<file path="src/rtl/noc_pkg.sv">
// noc_pkg: shared flit type encodings, width defaults and demux FSM states
package noc_pkg;
    localparam int DATAW_DEF = 66;
    localparam int VCHW_DEF = 1;
    typedef enum logic [1:0] {
        FT_NONE = 2'b00,
        FT_HEAD = 2'b01,
        FT_DATA = 2'b10,
        FT_TAIL = 2'b11
    } ftype_e;
    typedef enum logic {
        IDLE = 1'b0,
        BUSY = 1'b1
    } state_e;
endpackage

</file>
<file path="src/rtl/flit_fifo.sv">
// flit_fifo: in-order flit queue with a head output that reads zero while empty
module flit_fifo #(
    parameter int W = 67,
    parameter int DEPTH = 2
) (
    input  logic         clk,
    input  logic         rst,
    input  logic         push,
    input  logic [W-1:0] din,
    input  logic         pop,
    output logic         full,
    output logic         empty,
    output logic [W-1:0] dout
);
    localparam int AW = $clog2(DEPTH);
    logic [W-1:0] mem_q [DEPTH];
    logic [W-1:0] mem_d [DEPTH];
    logic [AW-1:0] wr_q, wr_d, rd_q, rd_d;
    logic [AW:0] cnt_q, cnt_d;
    logic do_push, do_pop;
    assign full = cnt_q == (AW+1)'(DEPTH);
    assign empty = cnt_q == '0;
    assign dout = empty ? '0 : mem_q[rd_q];
    // pointer and occupancy update; a full queue refuses pushes even while popping
    always_comb begin
        do_push = push && !full;
        do_pop = pop && !empty;
        mem_d = mem_q;
        if (do_push) mem_d[wr_q] = din;
        wr_d = wr_q + AW'(do_push);
        rd_d = rd_q + AW'(do_pop);
        cnt_d = cnt_q + (AW+1)'(do_push) - (AW+1)'(do_pop);
    end
    // storage needs no reset because the head output is gated by empty
    always_ff @(posedge clk) begin
        if (rst) begin
            wr_q <= '0;
            rd_q <= '0;
            cnt_q <= '0;
        end else begin
            wr_q <= wr_d;
            rd_q <= rd_d;
            cnt_q <= cnt_d;
        end
        mem_q <= mem_d;
    end
endmodule

</file>
<file path="src/rtl/pkt_demux.sv">
// pkt_demux: steers HEAD..TAIL packets to one of two output FIFOs chosen by the HEAD payload bit 0
module pkt_demux
    import noc_pkg::*;
#(
    parameter int DATAW = DATAW_DEF,
    parameter int VCHW = VCHW_DEF,
    parameter int DEPTH = 2
) (
    input  logic             clk,
    input  logic             rst,
    input  logic [DATAW-1:0] idata,
    input  logic             ivalid,
    input  logic [VCHW-1:0]  ivch,
    output logic             iready,
    output logic [DATAW-1:0] odata_0,
    output logic             ovalid_0,
    output logic [VCHW-1:0]  ovch_0,
    input  logic             oready_0,
    output logic [DATAW-1:0] odata_1,
    output logic             ovalid_1,
    output logic [VCHW-1:0]  ovch_1,
    input  logic             oready_1,
    output logic [15:0]      pkt_cnt_0,
    output logic [15:0]      pkt_cnt_1,
    output logic             err
);
    localparam int FW = DATAW + VCHW;
    state_e state_q, state_d;
    logic dport_q, dport_d, err_q, err_d;
    logic [VCHW-1:0] vch_q, vch_d, push_vch;
    logic [15:0] cnt0_q, cnt0_d, cnt1_q, cnt1_d;
    ftype_e ftype;
    logic bad, tgt, acc, push;
    logic [1:0] full, empty, pop;
    logic [FW-1:0] dout0, dout1;
    assign ftype = ftype_e'(idata[DATAW-1 -: 2]);
    assign {ovch_0, odata_0} = dout0;
    assign {ovch_1, odata_1} = dout1;
    assign ovalid_0 = !empty[0];
    assign ovalid_1 = !empty[1];
    assign pkt_cnt_0 = cnt0_q;
    assign pkt_cnt_1 = cnt1_q;
    assign err = err_q;
    // protocol decode, handshake, FSM next state and TAIL-pop counting
    always_comb begin
        bad = (state_q == IDLE) ? (ftype == FT_DATA || ftype == FT_TAIL) : (ftype == FT_HEAD);
        tgt = (state_q == IDLE) ? idata[0] : dport_q;
        iready = rst ? 1'b0 : (ftype == FT_NONE || bad) ? 1'b1 : !full[tgt];
        acc = ivalid && iready;
        push = acc && !bad && ftype != FT_NONE;
        push_vch = (ftype == FT_HEAD) ? ivch : vch_q;
        state_d = (push && ftype == FT_HEAD) ? BUSY : (push && ftype == FT_TAIL) ? IDLE : state_q;
        dport_d = (push && ftype == FT_HEAD) ? idata[0] : dport_q;
        vch_d = (push && ftype == FT_HEAD) ? ivch : vch_q;
        err_d = acc && bad;
        pop = {ovalid_1 && oready_1, ovalid_0 && oready_0};
        cnt0_d = (pop[0] && ftype_e'(odata_0[DATAW-1 -: 2]) == FT_TAIL && cnt0_q != 16'hFFFF) ? cnt0_q + 16'd1 : cnt0_q;
        cnt1_d = (pop[1] && ftype_e'(odata_1[DATAW-1 -: 2]) == FT_TAIL && cnt1_q != 16'hFFFF) ? cnt1_q + 16'd1 : cnt1_q;
    end
    // FSM, latches, error pulse and packet counters
    always_ff @(posedge clk) begin
        if (rst) begin
            state_q <= IDLE;
            dport_q <= 1'b0;
            vch_q <= '0;
            err_q <= 1'b0;
            cnt0_q <= '0;
            cnt1_q <= '0;
        end else begin
            state_q <= state_d;
            dport_q <= dport_d;
            vch_q <= vch_d;
            err_q <= err_d;
            cnt0_q <= cnt0_d;
            cnt1_q <= cnt1_d;
        end
    end
    flit_fifo #(.W(FW), .DEPTH(DEPTH)) u_fifo0 (
        .clk(clk), .rst(rst), .push(push && !tgt), .din({push_vch, idata}),
        .pop(oready_0), .full(full[0]), .empty(empty[0]), .dout(dout0)
    );
    flit_fifo #(.W(FW), .DEPTH(DEPTH)) u_fifo1 (
        .clk(clk), .rst(rst), .push(push && tgt), .din({push_vch, idata}),
        .pop(oready_1), .full(full[1]), .empty(empty[1]), .dout(dout1)
    );
endmodule

</file>
<file path="config.mk">
export PLATFORM = sky130hd
export DESIGN_NAME = pkt_demux
export DESIGN_NICKNAME = d
export VERILOG_FILES = /design/src/rtl/noc_pkg.sv /design/src/rtl/flit_fifo.sv /design/src/rtl/pkt_demux.sv
export SDC_FILE = /design/constraint.sdc
export NUM_CORES = 1
export LEC_CHECK = 0
export CORE_ASPECT_RATIO = 1.1
export CORE_MARGIN = 2
export CORE_UTILIZATION = 47
export CTS_CLUSTER_SIZE = 8
export DETAILED_ROUTE_END_ITERATION = 10
export HOLD_SLACK_MARGIN = 0.03
export PLACE_DENSITY_LB_ADDON = 0.2
export SYNTH_ARGS = -nofsm -noshare
export SYNTH_HDL_FRONTEND = slang
export SYNTH_SLANG_ARGS = --single-unit
</file>
<file path="constraint.sdc">
create_clock -name clk -period 3.9 [get_ports clk]
set_input_delay 0.585 -clock clk [delete_from_list [all_inputs] [get_ports clk]]
set_output_delay 0.585 -clock clk [all_outputs]
set_load 0.005 [all_outputs]
</file>
; After elaboration in Yosys (flattened, before gate mapping)
; Index checks and enable logic that the tools add are counted.
[word_totals]
register_bits = 312
out_inout_bits = 170
elab_cells = 101
latch_bits = 0
n_memories = 0
ramBits = 0
input_bits = 72
romBits = 0
[op_classes]
n_eq_ne = 9
n_addsub = 10
magnitude_cmp = 7
reduce_logical = 32
n_mul = 0
mux = 23
bitwise = 4
div_mod_pow = 0
shifts = 0
[ops]
columns = operator, count
row1 = 67-bit two-way mux, 10
row2 = 134-bit bitwise mux, 2
row3 = 67-bit demux with 1-bit select, 2
row4 = "16-bit by 1-bit adder with 16-bit output, second input constant", 2
row5 = "16-bit != test, second input constant", 2
row6 = 1-bit logical AND, 18
row7 = "2-bit equality test, second input constant", 6
row8 = 1-bit two-way mux, 9
row9 = "2-bit >= comparator, second input constant", 4
row10 = 1-bit inverter with 2-bit output, 4
row11 = 1-bit zero test, 7
row12 = 2-bit zero test, 3
row13 = 1-bit adder, 4
row14 = 2-bit by 1-bit adder with 2-bit output, 2
row15 = "2-bit by 1-bit < comparator with 1-bit output, second input constant", 2
row16 = 2-bit nonzero test, 2
row17 = 2-bit by 1-bit subtractor with 2-bit output, 2
row18 = "2-bit by 1-bit equality test with 1-bit output, second input constant", 1
row19 = 1-bit logical OR, 2
row20 = "1-bit by 2-bit < comparator with 1-bit output, second input constant", 1

; Depth between registers and ports, before layout
; Gate-level depths: netlist of run 1.
[depth]
word_depth = 13
depth_mapped = 8
depth_no_buf = 8

; Cells and area by module
; A second synthesis of run 1 with hierarchy kept.
[unflattened]
cells_unflattened = 852
area_unflattened_um2 = 12669.7
[modules_own_cells]
columns = mod, area_each_um2, seq_area_each_um2, cells_per_inst, n_inst
row1 = flit_fifo, 5303.8, 4103.9, 306, 2
row2 = pkt_demux, 2062.0, 720.7, 240, 1

; Worst setup path after synthesis of run 1
; Ideal clock, no wire load.
[synth_path]
kind = input-to-reg
from = input port idata[65]
to = register u_fifo0.mem_q[0] (netlist bit), enable pin
path_buffers = 0
slack_ns = 0.198
setup_time_ns = 0.433
stages = 4
arrival_ns = 3.270
path_cell_list = or3b_2 a21o_1 nor3b_1 ha_1
[synth_between]
elab_chain_len = 11
[synth_rtl]
columns = item, line
row1 = start: declaration, pkt_demux.sv:11  ; input logic [DATAW-1:0] idata,
row2 = 2-bit equality test, pkt_demux.sv:46  ; bad = (state_q == IDLE) ? (ftype == FT_DATA || ftype == FT_TAIL) : (ftype == FT_HEAD);
row3 = 1-bit logical OR, pkt_demux.sv:46
row4 = 1-bit two-way mux, pkt_demux.sv:46
row5 = 1-bit logical OR, pkt_demux.sv:48  ; iready = rst ? 1'b0 : (ftype == FT_NONE || bad) ? 1'b1 : !full[tgt];
row6 = 1-bit two-way mux (2 in series), pkt_demux.sv:48
row7 = 1-bit logical AND, pkt_demux.sv:49  ; acc = ivalid && iready;
row8 = 1-bit logical AND, pkt_demux.sv:50  ; push = acc && !bad && ftype != FT_NONE;
row9 = 1-bit logical AND *, pkt_demux.sv:50
row10 = 1-bit logical AND *, pkt_demux.sv:79  ; .clk(clk), .rst(rst), .push(push && !tgt), .din({push_vch, idata}),
row11 = 1-bit logical AND *, flit_fifo.sv:26  ; do_push = push && !full;
row12 = end signal: assignment, flit_fifo.sv:45  ; mem_q <= mem_d;
row13 = end: declaration, flit_fifo.sv:16  ; logic [W-1:0] mem_q [DEPTH];
; Mark *: on every way between the ends. The rest lies on a longest branch, timed or not.
; A chain may end at the register's enable or synchronous reset.

; Final worst setup path of run 1
[layout_path]
from = register u_fifo0.rd_q
to = output port odata_0[57]
[layout_between]
elab_chain_len = 5
[layout_rtl]
columns = item, line
row1 = start: declaration, flit_fifo.sv:18  ; logic [AW-1:0] wr_q, wr_d, rd_q, rd_d;
row2 = start signal: assignment, flit_fifo.sv:42  ; rd_q <= rd_d;
row3 = 1-bit inverter with 2-bit output (not written as such), flit_fifo.sv:23  ; assign dout = empty ? '0 : mem_q[rd_q];
row4 = 67-bit two-way mux (not written as such) (3 in series), flit_fifo.sv:23
row5 = 67-bit two-way mux, flit_fifo.sv:23
row6 = end: declaration, pkt_demux.sv:15  ; output logic [DATAW-1:0] odata_0,
; No other way between the ends. The select of a mux whose other input is x is not followed.

==> impl_metrics.toml, run 1 <==
[status]
status = "completed"

[setup_path]
reg2reg_from = "u_fifo0.rd_q$_SDFF_PP0_"
required_ps = 3310
cp_slowest_cell = "dfxtp_4"
startpoint_type = "flop"
reg2reg_to = "pkt_cnt_0[10]$_SDFFE_PP0P_"
cp_max_fo = 54
worstPathArrival_ps = 2800
regToRegSetupSlack_ps = 1020
path_buf_inv = 2
crit_type = "flop to output port"
critPathCaptureType = "output port"
path_cells = "buf_4, mux2i_1, nor2_1, clkdlybuf4s50_1"
cp_top_family = "flip-flops"
max_stage_delay_ps = 970
ff2ff_path_depth = 4

[global_routing]
grt_pass1_vias = 7931
antenna_found_initial = 0
grt-ovfl-total = 0
grt_usage_pct = 19.9
grt_pass1_wl_mm = 43.5
grt_max_degree = 55

[synth]
synth-edff-count = 268
seq_area_frac_synth_pct = 71.5
syn_nets = 943
yosys-top-cells-area = "edfxtp_1 (64%), mux2i_1 (11%), dfxtp_1 (7.1%)"
synth.area.mux_share_pct = 11.8
synth_top_family_by_area = "multiplexers"
yosysUniqueCellTypes = 49
synth_commonest_cells = "edfxtp_1 (268), nor2_1 (157), mux2i_1 (137), dfxtp_1 (44), clkbuf_1 (29)"
synthesis.area_mm2 = 0.0125
syn_inst = 861
synth_top_cell_by_area = "edfxtp_1"
ys_ff_latch = 312
synth_most_common_cell = "edfxtp_1"
async_flop_share_pct = 0
synthAdderAreaFrac_pct = 1.00
synth_xor_area_share_pct = 0.421
synth-simple-area-share_pct = 10.3
synth-compound-area-share_pct = 3.28
yosys_warnings = 0
syn_avg_cell_area_um2 = 14.5
yosys_most_used_dff = "edfxtp_1"
yosysTopAreaCellShare_pct = 64.4

[layout]
diodes = 0
drive_above_1_share_pct = 7.56
fillers = 1958
syn2layout_area_growth_pct = 33.4
nets = 1204

[drt]
dr.first_iter.drc_count = 471
avgRoutedWirePerCell_um = 18.9
first_pass_iters = 5
drc_errors = 0
finalWirelength_mm = 28.2
vias = 7977
routed_via_density = 5.36
drt.antenna.violating_nets = 0

[die]
die_area_mm2 = 0.0279
die_h_um = 175
core_mm2 = 0.0261
placementRows = 62
ioPinCount = 242
initial_core_util_pct = 47.8
die_width_um = 159

[power_and_ir_drop]
fin_total_pwr_uw = 10800
leakagePower_uw = 0.00531
p_per_area_mw_per_mm2 = 651
ir_worst_vdd_uv = 415

[sta]
worst_pin_slew_ps = 1160
slew_viol_final = 0
timing.fmax_mhz = 295
finalHoldViolCount = 0
finClkSkew_ps = 9.17
fin_crit_sh_pct = 86.8
maxSlewHeadroom_pct = 22.5
rsz0062_at_grt = "false"
period_needed_ps = 3390
finalSetupViolations = 0
fin_tns_setup_ps = 0

[clock_network]
clock_path_buffers = 3
root_buffer = "clkbuf_16"
post_cts_resized = 0
clk_latency_ps = 520
cts_made_buffers = 44
cts_setup_buffers = 0
cts_hold_buf = 0
clkSinkCount = 312
clk_pin_slew_ps = 50
cts_tree = "built"
htree_levels = 2

[place]
gp_congestion = 0.791
io_buffer_count = 241
place_hpwl_mm = 18.0

[min_path]
hold_path.class = "flop to flop"
whs_endpoint = "vch_q$_SDFFE_PP0P_"
whs_path_depth = 2
min_from = "vch_q$_SDFFE_PP0P_"

[job]
drv_cap = 0
[cells by family (layout without fill, tap and decap cells)]
logic type / after synthesis / in the layout
buffers and inverters: 55 / 331
and+or+nand+nor: 270 / 270
AOI/OAI and AO/OA: 62 / 62
muxes: 146 / 146
xor gates and xnor gates: 6 / 6
DFF: 312 / 312
adders and majority gates: 10 / 10
[metrics by stage]
stage / cell area [µm²] / utilization (%) / hold WS (ps) / worst slack [ps] / cells
2_1_floorplan: 12500 / - / 455 / 198 / 861
3_3_place_gp: 15500 / 59.2 / 480 / 622 / 1428
3_5_place_dp: 15500 / 59.2 / 472 / 595 / 1428
4_1_cts: 16700 / 63.8 / 479 / 461 / 1489
5_1_grt: 16700 / 63.8 / 495 / 380 / 1489
6_report: 16700 / 63.8 / 477 / 513 / 1489
[sequential cells by signal (all words and copies together), names as in the netlist, 2 cells and up]
signal / count
pkt_cnt_0: 16
pkt_cnt_1: 16
u_fifo0.cnt_q: 2
u_fifo0.mem_q: 134
u_fifo1.cnt_q: 2
u_fifo1.mem_q: 134
[worst min-delay path, cell delays in order (launching register included)]
cell and delay (ps):
dfxtp_1 300, o311ai_0 70, nand2_1 50
[area by class of cell]
type / count / area, µm² / share of cell area [%]
clock buffer: 59 / 1160 / 6.94
clock inverter: 2 / 25.0 / 0.150
inverter: 12 / 45.0 / 0.270
multi-input combinational: 494 / 3410 / 20.5
sequential: 312 / 8940 / 53.6
tap: 352 / 440 / 2.64
timing repair buffer: 258 / 2650 / 15.9
[report_power, final]
group,total [µW],internal (µW),switching [µW]
Clock,3290,2030,1260
Sequential,4020,3720,293
Combinational,3530,1970,1560
Total,10800,7720,3120
[routing by layer]
layer  up-vias  global-route usage [%]  part of all wire [%]
met3        35                    5.20                   6.8
met2       260                    32.2                    48
met4         0                    5.72                   1.7
li1       3747                       -                     -
met1      3935                    26.7                    44
met5         -                       0                     0
[cells in the final DEF, fill, tap and decap left out, types with 3 or more instances in the layout]
cell	instances
a21oi_1	24
and3_1	3
and4_1	3
buf_12	9
buf_4	8
clkbuf_1	15
clkbuf_16	44
clkdlybuf4s50_1	241
dfxtp_1	42
edfxtp_1	268
ha_1	6
ha_4	4
inv_1	12
mux2_2	9
mux2i_1	137
nand2_1	23
nand3_1	10
nand4_1	13
nor2_1	155
nor2b_1	13
nor3_1	8
nor4_1	7
nor4b_1	3
o21ai_0	6
o31ai_1	13
or3_1	3
or4_1	15
xnor2_1	3
xor2_1	3
[worst max path at each step]
stage	cells past startpoint	slack (ps)	start	to
2_1_floorplan	4	200	idata[65]	u_fifo0.mem_q[0]$_DFFE_PP_
3_3_place_gp	7	620	idata[64]	u_fifo1.mem_q[50]$_DFFE_PP_
3_5_place_dp	7	600	idata[64]	u_fifo1.mem_q[50]$_DFFE_PP_
4_1_cts	4	460	u_fifo0.rd_q$_SDFF_PP0_	odata_0[57]
5_1_grt	4	380	u_fifo0.rd_q$_SDFF_PP0_	odata_0[57]
6_report	4	510	u_fifo0.rd_q$_SDFF_PP0_	odata_0[57]
Note: power is estimated with default switching activity, not from simulation.
==> run 2, diff against run 1 <==
CORE_UTILIZATION = 41   (was 47)
RECOVER_POWER = 25   (was not set)
SYNTH_HIERARCHICAL = 1   (was not set)
==> run 2 against run 1 <==
  * Via count fell by 4.4%
  * Global-route usage down 2.6 points
  * Wire length fell by 0.38%
  * Sequential cell count did not move
  * Synthesized area increased by 1.4%
  * Sequential power shrank 5%
  * Power fell by 15%
  * Clock power up 2%
  * Synthesized cell count decreased by 1.0%
  * Cell area grew 0.76%
  * Critical path depth unchanged
  * Count of clock-buffer cells in the layout rose by 1
  * Highest routed layer is now met5
==> impl_metrics.toml, run 2 <==
[layout]
drive_above_1_share_pct = 8.33
final_cell_mix = "edfxtp_1 (268), clkdlybuf4s50_1 (189), nor2_1 (161)"
seq_area_mm2 = 0.00894
syn2layout_area_growth_pct = 32.5
fillers = 2498
postLayoutCellArea_mm2 = 0.0168
nets = 1195
reg_top3 = "u_fifo0/mem_q (134), u_fifo1/mem_q (134)"
final_cells = 1543
multi_input_area_mm2 = 0.00344
mostFrequentLayoutCell = "edfxtp_1"

[setup_path]
crit_type = "flop to output port"
startpoint_type = "flop"
cp_max_fo = 31
path_cells = "nor2_4, buf_4, nor2_1, clkdlybuf4s50_1"
path_buf_inv = 2
ff2ff_path_depth = 6
cp_slowest_cell = "nor2_4"
cp_top_family = "buffers and inverters"
cp.depth = 4
critPathCaptureType = "output port"
required_ps = 3310
worstPathArrival_ps = 2560
max_stage_delay_ps = 750

[die]
placementRows = 67
die_width_um = 172
die_h_um = 188
core_mm2 = 0.0304
ioPinCount = 242
die_area_mm2 = 0.0323
initial_core_util_pct = 41.6

[power_and_ir_drop]
fin_total_pwr_uw = 9160
ir_worst_vdd_uv = 310
power_frac_seq_pct = 41.8
p_per_area_mw_per_mm2 = 546
p_comb_share_pct = 21.5
internal_power_uw = 6890
swShare_pct = 24.8
clock_power_share_pct = 36.7
leakagePower_uw = 0.00549
switching_power_uw = 2270

[global_routing]
antenna_found_initial = 2
grt_pass1_wl_mm = 42.8
grt_max_degree = 42
grt-ovfl-total = 0
grt_usage_pct = 17.3
grt_pass1_vias = 7594

[drt]
vias = 7623
routed_via_density = 4.94
drt.antenna.violating_nets = 0
dr.first_iter.drc_count = 459
first_pass_iters = 5
avgRoutedWirePerCell_um = 18.2
drc_errors = 0
finalWirelength_mm = 28.1

[sta]
timing.fmax_mhz = 318
slew_viol_final = 0
finClkSkew_ps = 16.4
maxSlewHeadroom_pct = 36.8
fin_crit_sh_pct = 80.5
worst_pin_slew_ps = 946
fin_tns_setup_ps = 0
rsz0062_at_grt = "false"
finalHoldViolCount = 0
finalSetupViolations = 0
period_needed_ps = 3140

[status]
status = "completed"

[synth]
syn_inst = 852
syn_avg_cell_area_um2 = 14.9
synth-edff-count = 268
synth_most_common_cell = "edfxtp_1"
yosysTopAreaCellShare_pct = 63.5
synth_commonest_cells = "edfxtp_1 (268), nor2_1 (161), mux2i_1 (140), dfxtp_1 (44), nor2b_1 (27)"
yosys_warnings = 6
ys_ff_latch = 312
yosys-top-cells-area = "edfxtp_1 (64%), mux2i_1 (11%), dfxtp_1 (7.0%)"
syn_nets = 934
async_flop_share_pct = 0
yosys_most_used_dff = "edfxtp_1"
seq_area_frac_synth_pct = 70.5
synth_top_cell_by_area = "edfxtp_1"
synthesis.area_mm2 = 0.0127
yosysUniqueCellTypes = 46

[clock_network]
clkSinkCount = 312
cts_setup_buffers = 0
root_buffer = "clkbuf_16"
clk_pin_slew_ps = 50
cts_made_buffers = 44
cts_hold_buf = 0
htree_levels = 2
clock_path_buffers = 3
clk_latency_ps = 520
cts_tree = "built"
post_cts_resized = 0

[place]
placed_area_mm2 = 0.0156
gp_congestion = 0.785
io_buffer_count = 241
dp.cells = 1481
place_hpwl_mm = 18.7

[job]
drv_cap = 0

[min_path]
whs_path_depth = 2
hold_path.class = "flop to flop"
[run 2: through the flow]
stage / setup WS (ps) / hold slack (ps) / utilization (%)
final: 760 / 464 / 55.2
after global routing: 559 / 488 / 55.2
after CTS: 666 / 469 / 55.2
after detailed placement: 603 / 459 / 51.2
after global placement: 632 / 455 / 51.2
after floorplan: 402 / 434 / -
[run 2: worst paths after layout]
path	from	to	slack [ps]
setup / recovery	u_fifo1/cnt_q[1]$_SDFF_PP0_	odata_1[1]	760
hold / removal	dport_q$_SDFFE_PP0P_	dport_q$_SDFFE_PP0P_	460
setup reg to reg	u_fifo0/rd_q$_SDFF_PP0_	pkt_cnt_0[15]$_SDFFE_PP0P_	1250
hold reg to reg	dport_q$_SDFFE_PP0P_	dport_q$_SDFFE_PP0P_	460
[run 2: per-layer routing]
layer / wire length, µm / global-route usage [%]
met5: 13 / 0
met4: 643 / 5.61
met3: 1680 / 4.01
met2: 14300 / 30.1
met1: 11500 / 21.0
[run 2: logic make-up after synthesis]
group	count (synthesis)	share of synthesized area, %
DFF	312	70.5
xor gates and xnor gates	2	0.355
adders and majority gates	10	0.988
and+or+nand+nor	264	9.80
buffers and inverters	56	2.88
muxes	163	13.1
AOI/OAI and AO/OA	45	2.37
[run 2: worst register-to-register path: cells and delay by family, from the launching register on]
family / cells / cell delay [ps]
DFF: 1 / 700
muxes: 2 / 520
and+or+nand+nor: 4 / 1310
[run 2: cell type report]
class	instances	share of cell area (%)
Timing Repair Buffer	257	15.6
Clock inverter	1	0.0969
Clock buffer	60	7.17
Tap cell	414	3.08
Inverter	14	0.313
Sequential cell	312	53.2
Antenna cell	1	0.0149
Multi-Input combinational cell	484	20.5
[run 2: power by group through the flow]
stage                     sequential, µW  clock [µW]  combinational, µW
after floorplan                     3770           0               1150
after global placement              3890           0               2020
after detailed placement            3890           0               2020
after CTS                           3830        3450               2030
after global routing                3840        3590               2140
final                               3830        3360               1970
==> run 3, diff against run 2 <==
clock period = 2.9 ns   (was 3.9 ns; I/O delays follow)
==> run 3 against run 2 <==
  * Core utilization grew 0.57 points
  * Final cell count grew 1.0%
  * Count of clock-buffer cells in the layout grew 1
  * Register-to-register slack lost 770 ps
  * Critical path depth grew 1
  * Wire length shrank 1.5%
  * Worst hold slack lost 200 ps
  * Critical path type unchanged
  * Largest power group unchanged
==> impl_metrics.toml, run 3 (synthesis results as in run 2) <==
[status]
status = "completed"

[power_and_ir_drop]
ir_worst_vdd_uv = 393
p_per_area_mw_per_mm2 = 728
leakagePower_uw = 0.00558

[sta]
fin_crit_sh_pct = 95.6
finClkSkew_ps = 10.4
maxSlewHeadroom_pct = 58.6
finalHoldViolCount = 0
rsz0062_at_grt = "false"
slew_viol_final = 0
period_needed_ps = 2770
holdWs_ps = 259
worst_pin_slew_ps = 618
setup_ws_ps = 129
timing.fmax_mhz = 361
finalSetupViolations = 0

[job]
drv_cap = 0

[setup_path]
startpoint_type = "flop"
worstPathArrival_ps = 2340
cp-startpoint = "state_q$_SDFFE_PP0P_"
reg2reg_from = "u_fifo1/rd_q$_SDFF_PP0_"
cp_max_fo = 4
required_ps = 2470
crit_type = "flop to output port"
critPathCaptureType = "output port"

[place]
placed_area_mm2 = 0.0157
io_buffer_count = 241
dp.cells = 1495
place_ws_ps = 114
place_hpwl_mm = 19.1
gp_congestion = 0.774

[clock_network]
clkSinkCount = 312
root_buffer = "clkbuf_16"
post_cts_resized = 0
htree_levels = 2
cts_hold_buf = 0
cts_setup_buffers = 0
clk_latency_ps = 520
clk_pin_slew_ps = 50
cts_tree = "built"
clock_path_buffers = 3
cts_made_buffers = 44

[die]
core_mm2 = 0.0304
die_h_um = 188
ioPinCount = 242
initial_core_util_pct = 41.6
die_area_mm2 = 0.0323
placementRows = 67
die_width_um = 172

[global_routing]
grt_usage_pct = 16.8
antenna_found_initial = 3
grt_pass1_vias = 7740
grt_max_degree = 61
grt_pass1_wl_mm = 42.2
grt-ovfl-total = 0

[drt]
drt.antenna.violating_nets = 0
dr.first_iter.drc_count = 448
finalWirelength_mm = 27.7
drc_errors = 0
avgRoutedWirePerCell_um = 17.7
vias = 7677
routed_via_density = 4.92
first_pass_iters = 4

[min_path]
min_from = "rst"
hold_path.class = "primary input to flop"

[layout]
reg_top3 = "u_fifo0/mem_q (134), u_fifo1/mem_q (134)"
syn2layout_area_growth_pct = 33.9
fillers = 2470
nets = 1209
fin_util_pct = 55.8
postLayoutCellArea_mm2 = 0.0170
mostFrequentLayoutCell = "edfxtp_1"
final_cell_mix = "edfxtp_1 (268), clkdlybuf4s50_1 (192), nor2_1 (161)"
final_cells = 1559
drive_above_1_share_pct = 9.45
-- run 3: power by group --
group          switching [µW]  internal (µW)
Combinational            1250           1490
Clock                    1690           2840
Sequential                116           4960
-- run 3: cell type report --
cell class                      instances  area (µm²)  share of cell area (%)
Clock inverter                          1        16.3                  0.0959
Antenna cell                            2        5.00                  0.0295
Clock buffer                           61        1210                    7.12
Multi-Input combinational cell        484        3440                    20.3
Inverter                               14        52.6                   0.310
Timing Repair Buffer                  271        2800                    16.5
Tap cell                              414         518                    3.05
Sequential cell                       312        8940                    52.7
-- run 3: per-layer routing --
metal / global-route usage, % / wire, µm / part of all wire [%]
met5: 0 / 0 / 0
met4: 4.47 / 447 / 1.6
met3: 4.58 / 1890 / 6.8
met2: 29.6 / 14200 / 51
met1: 20.3 / 11100 / 40
-- run 3: path summary, 6_finish.rpt --
| kind | end | slack (ps) | cells past startpoint |
|---|---|---|---|
| worst min-delay path | err$_SDFF_PP0_ | 260 | 3 |
| worst max-delay path | iready | 130 | 5 |
| worst min register to register | dport_q$_SDFFE_PP0P_ | 470 | 2 |
| worst max register to register | pkt_cnt_1[8]$_SDFFE_PP0P_ | 480 | 6 |
-- run 3: worst max-delay path, stage by stage (launching register included) --
cell	delay, ps
dfxtp_1	400
mux2i_1	370
mux2i_1	330
nor2b_1	80
nor2_1	120
clkdlybuf4s50_1	520
-- run 3: stage by stage --
stage | TNS [ps] | total power, µW
after CTS | 0 | 12500
after detailed placement | 0 | 7970
after global routing | 0 | 12900
after global placement | 0 | 7960
final | 0 | 12300
after floorplan | -60000 | 6610
